===== src/rtl/pll_pkg.sv =====
// Shared types and constants for the ECP5 dynamic phase-shift sequencer.
package pll_pkg;

    typedef enum logic [2:0] {
        ST_IDLE,
        ST_SETUP,
        ST_PULSE,
        ST_GAP,
        ST_WAIT_LOCK,
        ST_LOAD,
        ST_DONE
    } pll_phase_state_t;

    localparam logic PLL_PIN_IDLE = 1'b1;

    localparam logic [1:0] PLL_SEL_CLKOP  = 2'd0;
    localparam logic [1:0] PLL_SEL_CLKOS  = 2'd1;
    localparam logic [1:0] PLL_SEL_CLKOS2 = 2'd2;
    localparam logic [1:0] PLL_SEL_CLKOS3 = 2'd3;

endpackage


===== src/rtl/pll_lock_filter.sv =====
// Synchronises the raw PLL LOCK and asserts lock_stable only after
// LOCK_FILTER consecutive high samples; drops on the first low sample.
module pll_lock_filter #(
    parameter int LOCK_FILTER = 16
) (
    input  logic clk,
    input  logic rst_n,
    input  logic pll_locked,
    output logic lock_stable
);

    localparam int CW = (LOCK_FILTER > 1) ? $clog2(LOCK_FILTER + 1) : 1;
    localparam logic [CW-1:0] RELOAD = CW'(LOCK_FILTER - 1);

    logic          sync_1;
    logic          sync_2;
    logic [CW-1:0] cnt;

    always_ff @(posedge clk or negedge rst_n) begin
        if (!rst_n) begin
            sync_1      <= 1'b0;
            sync_2      <= 1'b0;
            cnt         <= RELOAD;
            lock_stable <= 1'b0;
        end else begin
            sync_1 <= pll_locked;
            sync_2 <= sync_1;
            if (!sync_2) begin
                cnt         <= RELOAD;
                lock_stable <= 1'b0;
            end else if (cnt == '0) begin
                lock_stable <= 1'b1;
            end else begin
                cnt <= cnt - 1'b1;
            end
        end
    end

endmodule


===== src/rtl/pll_phase_ctrl.sv =====
// Dynamic phase-shift sequencer for the ECP5 EHXPLLL phase pins.
// Build option PLL_PHASE_LOCK_WAIT_EN: wait for lock after each step and pulse phaseloadreg at the end.
//
// state      | meaning
// IDLE       | ready for a request, pins at idle levels
// SETUP      | sel/dir held stable before the first step
// PULSE      | phasestep low
// GAP        | phasestep high between steps
// WAIT_LOCK  | waiting for lock_stable before continuing (option only)
// LOAD       | phaseloadreg low after the last step (option only)
// DONE       | one-cycle done pulse
module pll_phase_ctrl
    import pll_pkg::*;
#(
    parameter int NUM_OUTPUTS  = 4,
    parameter int STEP_W       = 8,
    parameter int POS_W        = 4,
    parameter int SETUP_CYCLES = 2,
    parameter int PULSE_CYCLES = 4,
    parameter int GAP_CYCLES   = 4,
    parameter int LOCK_FILTER  = 16
) (
    input  logic                         clk,
    input  logic                         rst_n,
    input  logic                         req_valid,
    output logic                         req_ready,
    input  logic [1:0]                   req_sel,
    input  logic                         req_dir,
    input  logic [STEP_W-1:0]            req_steps,
    output logic                         busy,
    output logic                         done,
    output logic                         err,
    input  logic                         pll_locked,
    output logic                         lock_stable,
    output logic [1:0]                   phasesel,
    output logic                         phasedir,
    output logic                         phasestep,
    output logic                         phaseloadreg,
    output logic [NUM_OUTPUTS*POS_W-1:0] phase_pos
);

    localparam int CNT_W = $clog2(SETUP_CYCLES + PULSE_CYCLES + GAP_CYCLES + 1);

    pll_phase_state_t    state;
    logic [CNT_W-1:0]    cnt;
    logic [STEP_W-1:0]   rem;
    logic                err_pend;
    logic [POS_W-1:0]    pos [NUM_OUTPUTS];

    pll_lock_filter #(
        .LOCK_FILTER(LOCK_FILTER)
    ) u_lock_filter (
        .clk        (clk),
        .rst_n      (rst_n),
        .pll_locked (pll_locked),
        .lock_stable(lock_stable)
    );

    for (genvar gi = 0; gi < NUM_OUTPUTS; gi++) begin : g_pos
        assign phase_pos[gi*POS_W +: POS_W] = pos[gi];
    end

    always_ff @(posedge clk or negedge rst_n) begin
        if (!rst_n) begin
            state        <= ST_IDLE;
            cnt          <= '0;
            rem          <= '0;
            err_pend     <= 1'b0;
            req_ready    <= 1'b1;
            busy         <= 1'b0;
            done         <= 1'b0;
            err          <= 1'b0;
            phasesel     <= PLL_SEL_CLKOP;
            phasedir     <= PLL_PIN_IDLE;
            phasestep    <= PLL_PIN_IDLE;
            phaseloadreg <= PLL_PIN_IDLE;
            for (int i = 0; i < NUM_OUTPUTS; i++) pos[i] <= '0;
        end else begin
            // Rejections report one cycle after the offending request is seen.
            err      <= err_pend;
            err_pend <= 1'b0;
            case (state)
                ST_IDLE: begin
                    if (req_valid && req_ready) begin
                        if (int'(req_sel) >= NUM_OUTPUTS) begin
                            err_pend <= 1'b1;
                        end else begin
                            phasesel  <= req_sel;
                            phasedir  <= req_dir;
                            rem       <= req_steps;
                            req_ready <= 1'b0;
                            busy      <= 1'b1;
                            if (req_steps == '0) begin
                                state <= ST_DONE;
                            end else begin
                                state <= ST_SETUP;
                                cnt   <= CNT_W'(SETUP_CYCLES);
                            end
                        end
                    end
                end
                ST_SETUP: begin
                    if (cnt == '0) begin
                        state     <= ST_PULSE;
                        phasestep <= 1'b0;
                        cnt       <= CNT_W'(PULSE_CYCLES - 1);
                    end else begin
                        cnt <= cnt - 1'b1;
                    end
                end
                ST_PULSE: begin
                    if (cnt == '0) begin
                        state     <= ST_GAP;
                        phasestep <= 1'b1;
                        rem       <= rem - 1'b1;
                        cnt       <= CNT_W'(GAP_CYCLES - 1);
                        for (int i = 0; i < NUM_OUTPUTS; i++) begin
                            if (phasesel == 2'(i))
                                pos[i] <= phasedir ? pos[i] - 1'b1 : pos[i] + 1'b1;
                        end
                    end else begin
                        cnt <= cnt - 1'b1;
                    end
                end
                ST_GAP: begin
                    if (cnt == '0) begin
`ifdef PLL_PHASE_LOCK_WAIT_EN
                        state <= ST_WAIT_LOCK;
`else
                        if (rem != '0) begin
                            state     <= ST_PULSE;
                            phasestep <= 1'b0;
                            cnt       <= CNT_W'(PULSE_CYCLES - 1);
                        end else begin
                            state <= ST_DONE;
                            done  <= 1'b1;
                        end
`endif
                    end else begin
                        cnt <= cnt - 1'b1;
                    end
                end
`ifdef PLL_PHASE_LOCK_WAIT_EN
                ST_WAIT_LOCK: begin
                    if (lock_stable) begin
                        if (rem != '0) begin
                            state     <= ST_PULSE;
                            phasestep <= 1'b0;
                        end else begin
                            state        <= ST_LOAD;
                            phaseloadreg <= 1'b0;
                        end
                        cnt <= CNT_W'(PULSE_CYCLES - 1);
                    end
                end
                ST_LOAD: begin
                    if (cnt == '0) begin
                        state        <= ST_DONE;
                        phaseloadreg <= 1'b1;
                        done         <= 1'b1;
                    end else begin
                        cnt <= cnt - 1'b1;
                    end
                end
`endif
                ST_DONE: begin
                    // A zero-step request enters with done low and spends one cycle raising it.
                    if (done) begin
                        state     <= ST_IDLE;
                        done      <= 1'b0;
                        busy      <= 1'b0;
                        req_ready <= 1'b1;
                    end else begin
                        done <= 1'b1;
                    end
                end
                default: state <= ST_IDLE;
            endcase
        end
    end

endmodule

===== config.mk =====
export PLATFORM = sky130hd
export DESIGN_NAME = pll_phase_ctrl
export DESIGN_NICKNAME = d
export VERILOG_FILES = /design/src/rtl/pll_pkg.sv /design/src/rtl/pll_lock_filter.sv /design/src/rtl/pll_phase_ctrl.sv
export SDC_FILE = /design/constraint.sdc
export NUM_CORES = 1
export LEC_CHECK = 0
export ABC_AREA = 1
export CAP_MARGIN = 20
export CORE_MARGIN = 2
export CORE_UTILIZATION = 55
export DETAILED_ROUTE_END_ITERATION = 7
export PLACE_DENSITY = 0.88
export SETUP_SLACK_MARGIN = 0.02
export SYNTH_ARGS = -nofsm -noshare
export SYNTH_HDL_FRONTEND = slang
export SYNTH_SLANG_ARGS = --single-unit

===== constraint.sdc =====
create_clock -name clk -period 5.3 [get_ports clk]
set_clock_uncertainty 0.1 [all_clocks]
set_input_delay 1.06 -clock clk [delete_from_list [all_inputs] [get_ports clk]]
set_output_delay 1.06 -clock clk [all_outputs]
set_load 0.03 [all_outputs]

==> reports/results.txt <==
The flow ran to the end, and the final reports show no timing, DRC or antenna violations. The count of final hold-check violations was 0. The number of warning messages in the yosys log was 1.

The switching portion of total power was 22.4%. The worst setup path endpoint is phasedir. The routed design has 5620 um of wire.

After detailed routing, the average wire length per cell comes to 12.2 um. Entering global routing, the biggest net connects 47 pins. By startpoint and endpoint, the worst setup path is classified as flip-flop to primary output. The largest single stage delay on the critical path is 0.74 ns.

For this design, the slowest cell found on the critical path is sky130_fd_sc_hd__dfstp_2. For this design the total switching power over the nets is 0.141 mW. The via count of the routed design came out at 2356. Cells with a size suffix above 1 make up 8.61% of the layout. Setup violations remaining at the end of the flow were counted as 0. In the routed layout, each cell is associated on average with a via count of 5.10. Of the synthesized area, sequential elements account for 41.6%. Timing would allow up to 0.340 GHz.

The H-tree generated during clock tree synthesis spans 2 levels. Post-CTS repair changed the size of 0 cells. The critical path's top delay family is flip-flops. The signal on the critical path passes through clkdlybuf4s50_1. The number of search-and-repair iterations in the first detailed-routing pass is 5. Once detail routing completed, the nets flagged for antenna violations numbered 0. At the worst endpoint, the required time is 4.14 ns. CTS saw 46 sinks. The area growth from synthesis to layout is 20.0%, and the sequential share of power is 56.6%. Adding up every negative setup slack in the final design gives 0 ns. After synthesis the cells add up to 2790 sq um.

The tools report the global-route congestion overflow total as 0. The worst register-to-register path has a setup slack of 3.33 ns. The worst setup path is launched from a flip-flop. The tools report the post-layout utilization of the core as 69.5%. The average instance area after synthesis was 7.95 sq um. The run gives 2 as the number of buffers on the longest clock path.

The run gives 119 as the first-iteration detailed-routing DRC count. The run gives 425 as the layout net count. Global routing used 22.8% of the available tracks across all layers.

The root buffer cell is sky130_fd_sc_hd__clkbuf_8. The worst path in the final design needs a cycle of 2.94 ns, including I/O delays and setup. The cell depth of the worst flop-to-flop path is 5, and the worst path buffer plus inverter count is 1. The static power due to leakage is 1.62 nW, and the logic depth of the worst path, buffers included is 1.

The repair_antennas step left the layout with diodes totalling 0. The port buffer count is 38. The logs give 0 for the max-cap check violation count and 38.4% for the clock share of power.

Clock-pin slew was measured on the worst setup and hold paths at 0.09 ns. The die covers 5660 sq um. The HPWL after detailed placement was 4190 um.

The worst register-to-register path ends at phase_pos[14]. TritonCTS built the clock tree. In this run the vertical extent of the chip is 75.2 um.

The synthesized netlist contains 36 unique library cells. STA classifies the critical path endpoint as a primary output. The first global-routing pass estimated 9890 um of wire. The congestion estimate from routability-driven global placement came to 0.895. For this design the ratio of total power to cell area is 188 nW/um^2. For the number of hold-repair buffers added at the cts stage, the log shows 0. Setup repair after global routing left no endpoint under its margin. The highest fanout seen on the critical path came out at 14.

The launching point of the worst reg2reg path is phasedir. For the total I/O pin count, the log shows 41. The number of antenna violations at the first check in global routing was 0; the maximum vdd drop was 0.180 mV. After detailed routing, the number of remaining DRC violations is 0. The arrival time at the worst endpoint was 1.78 ns; the later-pin clock latency in the skew report was 0.30 ns. The total core area was 4820 sq um; the number of max-slew violations in the final report was 0.

Synthesis-stage register bit count: 46. The tools report the launch point of the critical path as phasedir. Cell count after synthesis: 351.

The width of the die came out at 75.2 um. The floorplan has 25 rows. The logs give 2315 for the via count of the first global-routing pass and 5 for the number of clock buffers inserted by TritonCTS.

Dividing the final minimum period by the clock period gives 55.5%. The type of the worst min-delay path was flip-flop to flip-flop. Of the total power, combinational logic draws 4.9%. In this run the post-CTS setup repair buffer count came out at 0. Internal power comes to 0.489 mW. For this configuration, the core starts out at a cell density of 57.9%.
[cell usage after synthesis]
library cell / count / share of area [%]
sky130_fd_sc_hd__nor2_4: 1 / 0.40
sky130_fd_sc_hd__buf_6: 1 / 0.40
sky130_fd_sc_hd__nand4_1: 4 / 0.90
sky130_fd_sc_hd__nand3_1: 16 / 2.9
sky130_fd_sc_hd__buf_4: 2 / 0.54
sky130_fd_sc_hd__nand2b_1: 1 / 0.22
sky130_fd_sc_hd__fa_1: 4 / 2.9
sky130_fd_sc_hd__a21oi_1: 5 / 0.90
sky130_fd_sc_hd__inv_1: 45 / 6.1
sky130_fd_sc_hd__inv_4: 1 / 0.22
sky130_fd_sc_hd__xor2_1: 11 / 3.5
sky130_fd_sc_hd__nand3_4: 1 / 0.63
sky130_fd_sc_hd__o21a_1: 1 / 0.27
sky130_fd_sc_hd__nor2_2: 3 / 0.67
sky130_fd_sc_hd__o21ai_0: 22 / 3.9
sky130_fd_sc_hd__o211ai_1: 2 / 0.54
sky130_fd_sc_hd__nand4_2: 1 / 0.45
sky130_fd_sc_hd__nand2_4: 3 / 1.2
sky130_fd_sc_hd__o21ai_1: 9 / 1.6
sky130_fd_sc_hd__nor3_4: 3 / 1.7
sky130_fd_sc_hd__inv_6: 1 / 0.31
sky130_fd_sc_hd__xnor2_1: 5 / 1.6
sky130_fd_sc_hd__or2_2: 1 / 0.22
sky130_fd_sc_hd__o31ai_1: 1 / 0.27
sky130_fd_sc_hd__dfrtp_1: 39 / 35
sky130_fd_sc_hd__dfstp_2: 7 / 6.6
sky130_fd_sc_hd__and2_1: 1 / 0.22
sky130_fd_sc_hd__nand3b_1: 2 / 0.54
sky130_fd_sc_hd__nor3_2: 1 / 0.36
sky130_fd_sc_hd__buf_2: 1 / 0.18
sky130_fd_sc_hd__nor2_1: 36 / 4.8
sky130_fd_sc_hd__inv_2: 1 / 0.13
sky130_fd_sc_hd__nor3_1: 1 / 0.18
sky130_fd_sc_hd__nand2_1: 105 / 14
sky130_fd_sc_hd__conb_1: 1 / 0.13
sky130_fd_sc_hd__ha_1: 12 / 5.4
[kinds of logic after synthesis]
kind of cell	synth area share, %
compound gates	7.54
other cells	0.134
flops	41.6
buf+inv	7.85
fa+ha+maj	8.25
xor+xnor	5.02
simple gates	29.6
[flip-flops by register name, indices dropped and copies added, names as in the netlist]
signal / count
busy: 1
cnt: 4
done: 1
phase_pos: 16
phasedir: 1
phasesel: 2
phasestep: 1
rem: 8
req_ready: 1
state: 3
u_lock_filter.cnt: 5
u_lock_filter.lock_stable: 1
u_lock_filter.sync_1: 1
u_lock_filter.sync_2: 1
[worst min path at each step]
stage | start | to | slack [ns] | cells past startpoint
after global placement | u_lock_filter.sync_1 | u_lock_filter.sync_2 | 0.24 | 0
after CTS | u_lock_filter.sync_1 | u_lock_filter.sync_2 | 0.28 | 0
after floorplan | u_lock_filter.sync_1 | u_lock_filter.sync_2 | 0.23 | 0
after detailed placement | u_lock_filter.sync_1 | u_lock_filter.sync_2 | 0.25 | 0
final | u_lock_filter.sync_1 | u_lock_filter.sync_2 | 0.28 | 0
after global routing | u_lock_filter.sync_1 | u_lock_filter.sync_2 | 0.28 | 0
[metrics by stage]
step / worst slack [ns] / hold WS (ns) / power (mW) / cell area (sq um) / cells
final: 2.36 / 0.281 / 0.630 / 3350 / 462
after global routing: 2.31 / 0.284 / 0.655 / 3350 / 462
after CTS: 2.35 / 0.282 / 0.634 / 3330 / 461
after detailed placement: 2.70 / 0.254 / 0.393 / 3220 / 453
after global placement: 2.72 / 0.244 / 0.393 / 3220 / 453
after floorplan: 3.33 / 0.231 / 0.375 / 2790 / 352
[power groups by stage]
stage / logic [mW] / clock network [mW] / registers [mW]
finish: 0.0310 / 0.242 / 0.357
floorplan: 0.0114 / 0 / 0.363
global placement: 0.0292 / 0 / 0.363
CTS: 0.0297 / 0.247 / 0.357
global route: 0.0356 / 0.262 / 0.357
detailed placement: 0.0297 / 0 / 0.364
[routing by layer]
layer | part of all wire [%] | vias up | track usage, %
li1 | - | 1184 | -
met1 | 43 | 1100 | 28.5
met2 | 51 | 65 | 39.1
met3 | 4.6 | 7 | 4.82
met4 | 1.1 | 0 | 8.38
met5 | 0 | - | 0
[cells in the final DEF (no fill, tap or decap), drive strengths merged]
cell / Yosys / layout
a21oi: 5 / 5
and2: 1 / 1
buf: 4 / 2
clkbuf: 0 / 7
clkdlybuf4s50: 0 / 37
clkinv: 0 / 1
conb: 1 / 2
dfrtp: 39 / 39
dfstp: 7 / 7
fa: 4 / 4
ha: 12 / 12
inv: 48 / 48
nand2: 108 / 108
nand2b: 1 / 1
nand3: 17 / 17
nand3b: 2 / 2
nand4: 5 / 5
nor2: 40 / 40
nor3: 5 / 5
o211ai: 2 / 2
o21a: 1 / 1
o21ai: 31 / 31
o31ai: 1 / 1
or2: 1 / 1
xnor2: 5 / 5
xor2: 11 / 11
[layout make-up]
class / count / area [sq um]
clock buffer: 7 / 96.3
clock inverter: 1 / 8.76
fill: 388 / 1470
inverter: 48 / 188
multi-input combinational: 254 / 1410
sequential: 46 / 1160
tap: 67 / 83.8
timing repair buffer: 39 / 395
Power figures use the tool's default switching activity.
